File: src/rtl/game_timer_pkg.sv
// Shared types and constants for the round countdown timer.
package game_timer_pkg;

    localparam int TENTHS_W   = 10;
    localparam int MAX_TENTHS = 999;

    typedef enum logic [1:0] {
        IDLE,
        RUNNING,
        PAUSED,
        EXPIRED
    } timer_state_t;

endpackage

File: src/rtl/tenths_to_bcd.sv
// Combinational binary-to-BCD conversion (double-dabble) of a 0..999 tenths count.
module tenths_to_bcd
    import game_timer_pkg::*;
(
    input  logic [TENTHS_W-1:0] i_bin,
    output logic [11:0]         o_bcd
);

    logic [TENTHS_W+11:0] w_shift;

    // NOTE: always_comb assigns every output first, so no path can leave a latch.
    always_comb begin
        w_shift = {12'd0, i_bin};
        for (int i = 0; i < TENTHS_W; i++) begin
            for (int d = 0; d < 3; d++) begin
                if (w_shift[TENTHS_W + 4*d +: 4] >= 4'd5) begin
                    w_shift[TENTHS_W + 4*d +: 4] = w_shift[TENTHS_W + 4*d +: 4] + 4'd3;
                end
            end
            w_shift = w_shift << 1;
        end
        o_bcd = w_shift[TENTHS_W +: 12];
    end

endmodule

File: src/rtl/round_timer.sv
// Per-round countdown driven by the 10 Hz tenths count: start, pause, bonus add,
// expiry pulse, low-time warning and registered BCD digits for the HUD.
module round_timer
    import game_timer_pkg::*;
#(
    parameter int ROUND_SECONDS = 60,
    parameter int BONUS_SECONDS = 5,
    parameter int WARN_TENTHS   = 100
)(
    input  logic                clk,
    input  logic                reset,
    input  logic [19:0]         clk_10,
    input  logic                start,
    input  logic                pause,
    input  logic                add_time,
    output logic [TENTHS_W-1:0] remaining_tenths,
    output logic [3:0]          sec_tens,
    output logic [3:0]          sec_ones,
    output logic [3:0]          tenths,
    output logic                running,
    output logic                expired,
    output logic                warning,
    output logic                time_up
);

    localparam logic [TENTHS_W-1:0] LOAD_TENTHS  = TENTHS_W'(ROUND_SECONDS * 10);
    localparam logic [TENTHS_W:0]   BONUS_TENTHS = (TENTHS_W+1)'(BONUS_SECONDS * 10);
    localparam logic [TENTHS_W:0]   SAT_TENTHS   = (TENTHS_W+1)'(MAX_TENTHS);
    localparam logic [TENTHS_W-1:0] WARN_LIMIT   = TENTHS_W'(WARN_TENTHS);
    localparam logic [11:0]         RESET_BCD    = {4'(ROUND_SECONDS / 10), 4'(ROUND_SECONDS % 10), 4'd0};

    timer_state_t        r_state;
    timer_state_t        w_state_next;
    logic [19:0]         r_prev_count;
    logic [TENTHS_W-1:0] r_remaining;
    logic [TENTHS_W-1:0] w_rem_next;
    logic [TENTHS_W:0]   w_sum;
    logic [TENTHS_W-1:0] w_sat;
    logic                w_tick;
    logic                w_time_up_next;
    logic [11:0]         w_bcd;
    logic [11:0]         r_bcd;
    logic                r_running;
    logic                r_expired;
    logic                r_warning;
    logic                r_time_up;

    // A return to 0 is a wrap or a system_clock reset, never a real tenth elapsing.
    assign w_tick = (clk_10 != r_prev_count) && (clk_10 != 20'd0);

    always_comb begin
        w_state_next   = r_state;
        w_rem_next     = r_remaining;
        w_time_up_next = 1'b0;
        w_sum          = {1'b0, r_remaining} + (add_time ? BONUS_TENTHS : '0);
        w_sat          = (w_sum > SAT_TENTHS) ? TENTHS_W'(MAX_TENTHS) : w_sum[TENTHS_W-1:0];

        case (r_state)
            IDLE: begin
                if (start) begin
                    w_rem_next   = LOAD_TENTHS;
                    w_state_next = RUNNING;
                end
            end
            RUNNING: begin
                if (start) begin
                    w_rem_next = LOAD_TENTHS;
                end else begin
                    // The bonus is added before the tick, so a coincident add rescues the last tenth.
                    w_rem_next = w_sat - TENTHS_W'(w_tick);
                    if (w_tick && (w_rem_next == '0)) begin
                        w_state_next   = EXPIRED;
                        w_time_up_next = 1'b1;
                    end else if (pause) begin
                        w_state_next = PAUSED;
                    end
                end
            end
            PAUSED: begin
                if (start) begin
                    w_rem_next   = LOAD_TENTHS;
                    w_state_next = RUNNING;
                end else begin
                    w_rem_next = w_sat;
                    if (!pause) begin
                        w_state_next = RUNNING;
                    end
                end
            end
            EXPIRED: begin
                if (start) begin
                    w_rem_next   = LOAD_TENTHS;
                    w_state_next = RUNNING;
                end
            end
            default: begin
                w_state_next = IDLE;
            end
        endcase
    end

    tenths_to_bcd u_bcd (
        .i_bin (r_remaining),
        .o_bcd (w_bcd)
    );

    // NOTE: sequential state uses non-blocking assignments so every register samples pre-edge values.
    always_ff @(posedge clk or posedge reset) begin
        if (reset) begin
            r_state      <= IDLE;
            r_prev_count <= '0;
            r_remaining  <= LOAD_TENTHS;
            r_bcd        <= RESET_BCD;
            r_running    <= 1'b0;
            r_expired    <= 1'b0;
            r_warning    <= 1'b0;
            r_time_up    <= 1'b0;
        end else begin
            r_state      <= w_state_next;
            r_prev_count <= clk_10;
            r_remaining  <= w_rem_next;
            r_bcd        <= w_bcd;
            r_running    <= (w_state_next == RUNNING);
            r_expired    <= (w_state_next == EXPIRED);
            r_warning    <= (w_state_next == RUNNING) && (w_rem_next <= WARN_LIMIT);
            r_time_up    <= w_time_up_next;
        end
    end

    assign remaining_tenths = r_remaining;
    assign sec_tens         = r_bcd[11:8];
    assign sec_ones         = r_bcd[7:4];
    assign tenths           = r_bcd[3:0];
    assign running          = r_running;
    assign expired          = r_expired;
    assign warning          = r_warning;
    assign time_up          = r_time_up;

endmodule

File: config.mk
export PLATFORM = sky130hd
export DESIGN_NAME = round_timer
export DESIGN_NICKNAME = d
export VERILOG_FILES = /design/src/rtl/game_timer_pkg.sv /design/src/rtl/tenths_to_bcd.sv /design/src/rtl/round_timer.sv
export SDC_FILE = /design/constraint.sdc
export NUM_CORES = 1
export LEC_CHECK = 0
export CAP_MARGIN = 20
export CORE_MARGIN = 8
export CORE_UTILIZATION = 43
export DETAILED_ROUTE_END_ITERATION = 10
export DONT_BUFFER_PORTS = 1
export PLACE_DENSITY = 0.58
export SETUP_SLACK_MARGIN = 0.15
export SLEW_MARGIN = 20
export SYNTH_ARGS = -nofsm -noshare
export SYNTH_HDL_FRONTEND = slang
export SYNTH_SLANG_ARGS = --single-unit
File: constraint.sdc
create_clock -name clk -period 7.23 [get_ports clk]
set_input_delay 0.723 -clock clk [delete_from_list [all_inputs] [get_ports clk]]
set_output_delay 0.723 -clock clk [all_outputs]
set_load 0.05 [all_outputs]
### Yosys cells after proc, flatten, opt, wreduce, memory -nomap -nowiden

Index checks and enable logic that the tools add are counted.

| cells by class | value |
|---|---|
| order comparisons | 26 |
| $add $sub $neg | 26 |
| muxes and demuxes | 40 |
| eq/ne operators | 6 |
| reduce and logical (&&, ||, !) cells | 7 |

Operator list:

| cell | number |
|---|---|
| $ge A4 B3 Y1 const B | 21 |
| $mux W4 | 16 |
| $add A4 B2 Y4 const B | 15 |
| $mux W10 | 4 |
| $pmux W10 S3 | 1 |
| $mux W3 | 8 |
| $ne A20 B20 Y1 | 1 |
| $reduce_bool A20 Y1 | 1 |
| $add A3 B2 Y3 const B | 6 |
| $mux W2 | 6 |
| $add A10 B6 Y11 | 1 |
| $gt A11 B10 Y1 const B | 1 |
| $le A10 B7 Y1 const B | 1 |
| $logic_not A10 Y1 | 1 |
| $sub A10 B1 Y10 | 1 |
| $add A1 B2 Y3 const B | 2 |
| $eq A2 B2 Y1 const B | 3 |
| $ge A1 B3 Y1 const B | 2 |
| $mux W6 | 1 |
| $pmux W2 S3 | 1 |
| $eq A2 B1 Y1 const B | 2 |
| $add A1 B2 Y3 const AB | 1 |
| $ge A1 B3 Y1 const AB | 1 |
| $logic_and A1 B1 Y1 | 3 |
| other kinds (3) | 5 |

| word-level totals | value |
|---|---|
| register bits after elaboration | 48 |
| output and inout port bits | 26 |

### Longest topological paths before layout

Gate-level depths: netlist of run 1.

| logic depth | value |
|---|---|
| depth after elaboration | 18 |
| mapped depth | 38 |
| gate-level depth less buffers | 37 |

### Modules after synthesis

Synthesis of run 1 repeated with hierarchy kept, for this count alone.

| second synthesis, totals | value |
|---|---|
| cell total of the unflattened synthesis | 537 |
| area total of the unflattened synthesis | 4654.5 um^2 |

By module, submodules not included:

| module | cells each | area each (um^2) | instances |
|---|---|---|---|
| round_timer | 272 | 2691.3 | 1 |
| tenths_to_bcd | 265 | 1963.1 | 1 |

### Worst setup path before layout of run 1

OpenSTA, ideal clock, no wires.

| timing | value |
|---|---|
| path kind | register to register |
| start | reg r_remaining[8] (netlist: remaining_tenths[8]) |
| end | reg r_bcd[10] |
| arrival time | 6.603 ns |
| setup time | 0.079 ns |
| path buffers | 1 |
| setup slack | 0.549 ns |
| data required time | 7.151 ns |
| clock period less this slack | 6.681 ns |
| stages on the path, launching flop included | 35 |
| cell sequence | dfrtp_1 buf_2 inv_1 ha_1 inv_1 ha_1 a21oi_4 xnor2_1 inv_1 ha_1 nand2b_1 a21o_2 a21oi_2 xnor2_1 ha_1 nor2b_1 nor2_1 a31oi_1 nand2_1 ha_1 a21oi_1 nand2_1 a21o_1 nand4_1 inv_1 ha_1 inv_1 o311ai_2 nand2_1 xor2_1 ha_1 inv_1 ha_1 a21o_1 o21ai_0 |

| on the way | value |
|---|---|
| longest elaborated chain between the ends | 16 |

Ends and longest elaborated chain:

| item | line | RTL |
|---|---|---|
| start: declaration | round_timer.sv:35 | `logic [TENTHS_W-1:0] r_remaining;` |
| start signal: assignment | round_timer.sv:121 | `r_remaining <= w_rem_next;` |
| $add A4 B2 Y4 or $ge A4 B3 Y1 (tied branches) | tenths_to_bcd.sv:17, tenths_to_bcd.sv:16 |  |
| $mux W4 (*) | tenths_to_bcd.sv:16 | `if (w_shift[TENTHS_W + 4*d +: 4] >= 4'd5) begin` |
| $add A4 B2 Y4 or $ge A4 B3 Y1 (tied branches) | tenths_to_bcd.sv:17, tenths_to_bcd.sv:16 |  |
| $mux W4 | tenths_to_bcd.sv:16 |  |
| $add A4 B2 Y4 (tied with other cells) | tenths_to_bcd.sv:17 | `w_shift[TENTHS_W + 4*d +: 4] = w_shift[TENTHS_W + 4*d +: 4] + 4'd3;` |
| $mux W4 or $mux W3 (tied branches) | tenths_to_bcd.sv:16 |  |
| $add A4 B2 Y4 (tied with other cells) | tenths_to_bcd.sv:17 |  |
| $mux W4 or $mux W3 (tied branches) | tenths_to_bcd.sv:16 |  |
| $add A4 B2 Y4 (tied with other cells) | tenths_to_bcd.sv:17 |  |
| $mux W4 or $mux W3 (tied branches) | tenths_to_bcd.sv:16 |  |
| $add A4 B2 Y4 (tied with other cells) | tenths_to_bcd.sv:17 |  |
| $mux W4 or $mux W3 (tied branches) | tenths_to_bcd.sv:16 |  |
| $add A4 B2 Y4 (tied with other cells) | tenths_to_bcd.sv:17 |  |
| $mux W4 or $mux W3 (tied branches) | tenths_to_bcd.sv:16 |  |
| $ge A4 B3 Y1 or $add A3 B2 Y3 (tied branches) | tenths_to_bcd.sv:16, tenths_to_bcd.sv:17 |  |
| $mux W3 (*) | tenths_to_bcd.sv:16 |  |
| net u_bcd.o_bcd[10] | tenths_to_bcd.sv:6 | `output logic [11:0] o_bcd` |
| end signal: assignment | round_timer.sv:122 | `r_bcd <= w_bcd;` |
| end: declaration | round_timer.sv:42 | `logic [11:0] r_bcd;` |

Mark *: on every way through the listed nets, which the timed path passes. The rest lies on a longest branch.

### Worst setup path in the final report of run 1

Same ends and word-level chain as after synthesis.

==> flow_summary.yaml, run 1 <==
sta:
  fin_crit_sh: 0.8951
  setup_tns_ps: 0
  hold_viol: 0
  clock_skew_ps: 11.30
  rsz0062_at_grt: "no"
  period_minus_slack_ps: 6472
  setup_violations: 0
  timing.slew.headroom: 0.3832
  max_freq_mhz: 154.5
  worstMarginPinSlew_ps: 925.2
  slew_viol_final: 0
clock_tree:
  clockBufferDepth: 2
  clkLatencyLatePin_ps: 310
  clk_pin_slew_worst_paths_ps: 110
  cts_tree: "yes"
  numCtsBuffers: 5
  cts_sinks: 48
  htree_levels: 2
  root_buffer: "clkbuf_8"
synth:
  netlist_instances: 492
  async_flop_share: 1.000
  syn_nets: 540
  avgSynthCellArea_um2: 8.448
  synth_warnings: 0
  synth_edf_count: 0
  ys_seq_area_frac: 0.2908
  syn_area_mm2: 0.004156
  ys_dominant_reg_cell: "dfrtp_1"
  synth_cell_types: 79
  ys_ff_latch: 48
floorplanning:
  fp-row-count: 36
  io_pins: 51
  coreArea_mm2: 0.009594
  die_w_um: 114.3
  die-area_mm2: 0.01307
  die_h_um: 114.3
  start_util: 0.4332
routing:
  routed_wl_um: 10100
  first_iter_violations: 183
  first_pass_iters: 5
  wl_per_cell_um: 16.31
  drc: 0
  vias: 3582
  vias_per_cell: 5.787
  ant_nets: 0
worst_setup_path:
  crit_cells: 33
  cpPeakStageDelay_ps: 400
  startpoint: "remaining_tenths[8]"
  cp_num_buf_inv: 6
  endpoint: "r_bcd[10]"
  critPathLaunchType: "flip-flop"
  cp-end-kind: "flip-flop"
  crit_family: "compound AO/OA/AOI/OAI gates"
  crit_required_ps: 7450
  criticalPathCategory: "flip-flop to flip-flop"
  critPathMaxFanout: 7
  r2r_cells: 33
  r2r-start: "remaining_tenths[8]"
  r2r-end: "r_bcd[10]"
  slowest_stage: "dfrtp_1"
  reg2reg_slack_ps: 760
  crit_path_frequent_cell: "ha_1"
  critPathArrivalTime_ps: 6690
min_path:
  hp-class: "input pin to async pin"
place:
  gp_congestion: 0.8620
  port-buffer-count: 0
  dp.final_hpwl_um: 7607
layout:
  area_growth_pct: 6.863
  n_fill_cell: 955
  drive_above_1_share: 0.1235
  n_antenna_cell: 0
  final_util: 0.4630
  fin_nets: 533
global_routing:
  grt_pass1_vias: 3395
  grt-ovfl-total: 0
  grt_max_degree: 49
  grt_usage: 0.1550
  antenna_found_initial: 0
  grt_first_pass_wirelength_um: 16670
run:
  cap_violations: 0
run_status:
  outcome: "complete, no violations"
==> layout by cell type, fill, tap and decap left out, types with 3 or more instances in the layout <==
master and instances:
nor2_1 49, dfrtp_1 42, nand2_1 40, a21oi_1 30, xnor2_1 27, inv_1 25, o21ai_0 22, ha_1 22
nor3_1 20, xor2_1 17, nor4_1 11, nand4_1 9, mux2i_1 8, a31oi_1 8, a211oi_1 8, nand3_1 7
buf_4 6, dfstp_2 6, nand2b_1 5, o21a_1 5, a221oi_1 5, a21o_1 5, o22ai_1 5, clkbuf_8 5
and3_1 4, o211ai_1 4, a21oi_4 3, inv_2 3, a2111oi_0 3, mux2_4 3, o22a_1 3, and2_1 3
mux2_2 3, o21ai_1 3
==> sequential cells by signal (all words and copies together), names as in the netlist <==
register and count:
r_prev_count 20, r_bcd 12, remaining_tenths 10, r_state 2, expired 1, running 1
time_up 1, warning 1
==> area by class of cell <==
type,instances,area (um^2),share of cell area
clock inverter,3,50.05,0.01127
multi-input combinational,393,2771,0.6239
clock buffer,5,68.82,0.01549
timing repair buffer,7,57.56,0.01296
inverter,30,118.9,0.02676
sequential,48,1209,0.2721
tap,133,166.4,0.03746
==> how the worst min path moves through the flow <==
| stage | slack [ps] | cells after the start | endpoint |
|---|---|---|---|
| after global placement | 700 | 3 | r_state[0] |
| after floorplan | 400 | 0 | r_bcd[0] |
| after global routing | 410 | 0 | r_prev_count[19] |
| after CTS | 420 | 0 | r_prev_count[3] |
| final | 430 | 1 | remaining_tenths[0] |
| after detailed placement | 710 | 3 | r_state[0] |
==> Yosys cell counts (3+ instances only) <==
| cell | number | area (um^2) |
|---|---|---|
| a2111oi_0 | 3 | 26.28 |
| and2_1 | 3 | 18.77 |
| o21ai_1 | 3 | 15.01 |
| nand2_1 | 40 | 150.1 |
| nand4_1 | 9 | 56.30 |
| o21ai_0 | 22 | 110.1 |
| a21o_1 | 5 | 37.54 |
| mux2i_1 | 8 | 80.08 |
| xnor2_1 | 27 | 236.5 |
| mux2_2 | 3 | 33.78 |
| a211oi_1 | 8 | 60.06 |
| o22ai_1 | 5 | 31.28 |
| inv_1 | 27 | 101.4 |
| a21oi_1 | 31 | 155.2 |
| ha_1 | 23 | 287.8 |
| buf_4 | 3 | 22.52 |
| nand2b_1 | 5 | 31.28 |
| o22a_1 | 3 | 26.28 |
| nand3_1 | 7 | 35.03 |
| nor2b_1 | 3 | 18.77 |
| o21a_1 | 5 | 37.54 |
| and3_1 | 4 | 25.02 |
| dfstp_2 | 6 | 157.7 |
| clkbuf_1 | 15 | 56.30 |
| nor4_1 | 11 | 68.82 |
| o211ai_1 | 4 | 30.03 |
| nor3_1 | 20 | 100.1 |
| a21oi_2 | 3 | 26.28 |
| mux2_4 | 3 | 45.04 |
| a221oi_1 | 5 | 43.79 |
| a31oi_1 | 9 | 56.30 |
| nor2_1 | 49 | 183.9 |
| xor2_1 | 18 | 157.7 |
| dfrtp_1 | 42 | 1051 |
==> worst register-to-register path: cells and delay by family, from the launching register on <==
family,cells,cell delay (ps)
flops,1,400
fa+ha+maj,8,1840
xor+xnor,3,590
simple gates,7,910
buf+inv,6,530
compound gates,9,2120
==> layer usage <==
layer,up-vias,share of wire,global-route usage
li1,1787,-,-
met3,6,0.064,0.04167
met5,-,0,0
met1,1705,0.46,0.2004
met4,0,0.0086,0.02662
met2,84,0.47,0.2551
==> kinds of logic after synthesis <==
logic type | count (synthesis) | share of synthesized area
compound gates | 148 | 0.2595
buf+inv | 51 | 0.05388
mux | 17 | 0.05027
fa+ha+maj | 23 | 0.06924
flops | 48 | 0.2908
xor+xnor | 45 | 0.09482
simple gates | 160 | 0.1815
==> what timing repair did <==
action | in CTS | in global routing
hold buffers | 0 | 0
pin swaps | 0 | 2
buffers inserted | 0 | 2
gates resized for setup | 1 | 8
setup endpoints to repair | 1 | 7
==> per-stage QoR <==
| step | worst slack (ps) | instances | area, um^2 | hold WS [ps] |
|---|---|---|---|---|
| 2_1_floorplan | 548.8 | 492 | 4156 | 396.4 |
| 3_3_place_gp | 545.1 | 608 | 4247 | 702.1 |
| 3_5_place_dp | 112.6 | 608 | 4247 | 714.1 |
| 4_1_cts | 258.2 | 616 | 4369 | 419.5 |
| 5_1_grt | 168.3 | 619 | 4442 | 406.8 |
| 6_report | 758.2 | 619 | 4442 | 426.1 |
Power of run 1 is not shown: default switching activity piles up to over one toggle a cycle in this logic, so the estimate is an artifact.
==> run 2, diff against run 1 <==
--- a/config.mk
+++ b/config.mk
@@ -15,4 +15,5 @@
 export SLEW_MARGIN = 20
 export SYNTH_ARGS = -nofsm -noshare
 export SYNTH_HDL_FRONTEND = slang
+export SYNTH_HIERARCHICAL = 1
 export SYNTH_SLANG_ARGS = --single-unit
==> flow_summary.yaml, run 2 <==
synth:
  ys_ff_latch: 48
  async_flop_share: 1.000
  synth_edf_count: 0
  synth_warnings: 6
  syn_area_mm2: 0.004654
  avgSynthCellArea_um2: 8.668
  ys_seq_area_frac: 0.2597
  netlist_instances: 537
  synth_top_area_share: 0.2258
  yosysTopAreaCell: "dfrtp_1"
  synth_area_leaders: "dfrtp_1, ha_1, xnor2_1, a21oi_1, nor2_1"
  synthMostInstantiatedCell: "nor2_1"
  syn_nets: 584
  synth_cell_types: 100
  ys_dominant_reg_cell: "dfrtp_1"
  ys_top_cells_by_count: "nor2_1, dfrtp_1, a21oi_1, nand2_1, inv_1"
routing:
  wl_per_cell_um: 17.82
  drc: 0
  routed_wl_um: 12240
  vias_per_cell: 6.125
  vias: 4208
  first_iter_violations: 281
  first_pass_iters: 5
  ant_nets: 0
place:
  dp.final_hpwl_um: 9145
  gp_congestion: 0.9116
  placed_area_mm2: 0.004815
  port-buffer-count: 0
global_routing:
  grt_first_pass_wirelength_um: 19910
  grt-ovfl-total: 0
  antenna_found_initial: 0
  grt_pass1_vias: 4053
  grt_max_degree: 49
  grt_usage: 0.1649
worst_setup_path:
  critPathMaxFanout: 7
  crit_required_ps: 7410
  criticalPathCategory: "flip-flop to flip-flop"
  slowest_stage: "dfrtp_4"
  crit_path_frequent_cell: "ha_1"
  cpPeakStageDelay_ps: 480
  critPathArrivalTime_ps: 6900
  cp-end-kind: "flip-flop"
  critPathLaunchType: "flip-flop"
sta:
  worstMarginPinSlew_ps: 846.0
  rsz0062_at_grt: "no"
  period_minus_slack_ps: 6714
  setup_violations: 0
  hold_viol: 0
  slew_viol_final: 0
  clock_skew_ps: 8.690
  max_freq_mhz: 148.9
  timing.slew.headroom: 0.4360
  fin_crit_sh: 0.9287
  setup_tns_ps: 0
layout:
  final_util: 0.4800
  area_growth_pct: 10.32
  n_fill_cell: 1034
  final_common_cell: "nor2_1"
  drive_above_1_share: 0.2066
  largest_reg_flops: 20
  final_cell_mix: "nor2_1, dfrtp_1, nand2_1, a21oi_1, inv_1"
  n_antenna_cell: 0
  largest_register: "r_prev_count"
  final_cell_area_mm2: 0.005135
  fin_nets: 593
run_status:
  outcome: "complete, no violations"
clock_tree:
  cts_tree: "yes"
  clk_pin_slew_worst_paths_ps: 100
  cts_sinks: 48
  numCtsBuffers: 5
  root_buffer: "clkbuf_8"
  htree_levels: 2
  clockBufferDepth: 2
  clkLatencyLatePin_ps: 310
floorplanning:
  io_pins: 51
  fp-row-count: 38
  start_util: 0.4351
  die_w_um: 120.0
  coreArea_mm2: 0.01070
  die_h_um: 120.0
  die-area_mm2: 0.01441
run:
  cap_violations: 0
min_path:
  hp-class: "input pin to async pin"
-- run 2: metrics by stage --
stage | setup WS [ps] | cells | hold WS (ps)
2_1_floorplan | 238.7 | 537 | 632.5
3_3_place_gp | 272.0 | 668 | 674.2
3_5_place_dp | -105.3 | 668 | 700.0
4_1_cts | 164.9 | 677 | 411.8
5_1_grt | 95.20 | 687 | 406.7
6_report | 515.7 | 687 | 425.1
-- run 2: what timing repair did --
action | CTS | global route
resized for setup | 5 | 16
hold buffers | 0 | 0
pin swaps | 0 | 5
endpoints found under the hold margin | 0 | 0
setup endpoints to repair | 6 | 7
buffers inserted | 1 | 10
-- run 2: cell families after synthesis --
group	Yosys count	share of synthesized area
AOI/OAI and AO/OA	181	0.3153
xor gates and xnor gates	39	0.07984
adders and majority gates	23	0.06129
buffers and inverters	48	0.04570
DFF	48	0.2597
muxes	10	0.02634
and+or+nand+nor	188	0.2118
-- run 2: routing by layer --
layer	vias to the layer above	track usage	wire, um
met5	-	0	0
met4	0	0.03591	108
met3	8	0.03053	678
met2	107	0.2934	6124
met1	2033	0.2023	5333
li1	2060	-	-
-- run 2: final cells by class --
| class | count | area (um^2) | area share |
|---|---|---|---|
| sequential | 48 | 1216 | 0.2368 |
| clock inverter | 3 | 68.82 | 0.01340 |
| inverter | 29 | 110.1 | 0.02144 |
| multi-input combinational | 441 | 3338 | 0.6501 |
| tap | 140 | 175.2 | 0.03411 |
| timing repair buffer | 21 | 157.7 | 0.03070 |
| clock buffer | 5 | 68.82 | 0.01340 |
-- run 2: critical path, delay by kind of cell (launching register included) --
kind,cells,cell delay (ps)
and+or+nand+nor,12,2300
AOI/OAI and AO/OA,9,1440
adders and majority gates,6,1220
buffers and inverters,6,800
DFF,1,480
xor gates and xnor gates,1,190
muxes,1,150
-- run 2: worst paths after layout --
path                       slack, ps                   to  cells past startpoint           startpoint
setup reg to reg                 520             r_bcd[7]                     35  remaining_tenths[8]
setup / recovery                 520             r_bcd[7]                     35  remaining_tenths[8]
max in group asynchronous       6250  remaining_tenths[8]                      1                reset
hold / removal                   430     r_prev_count[19]                      1                reset
min in group clk                 430     r_prev_count[19]                      0           clk_10[19]
hold reg to reg                  730             r_bcd[0]                      0  remaining_tenths[0]
Power of run 2 is left out for the same reason.
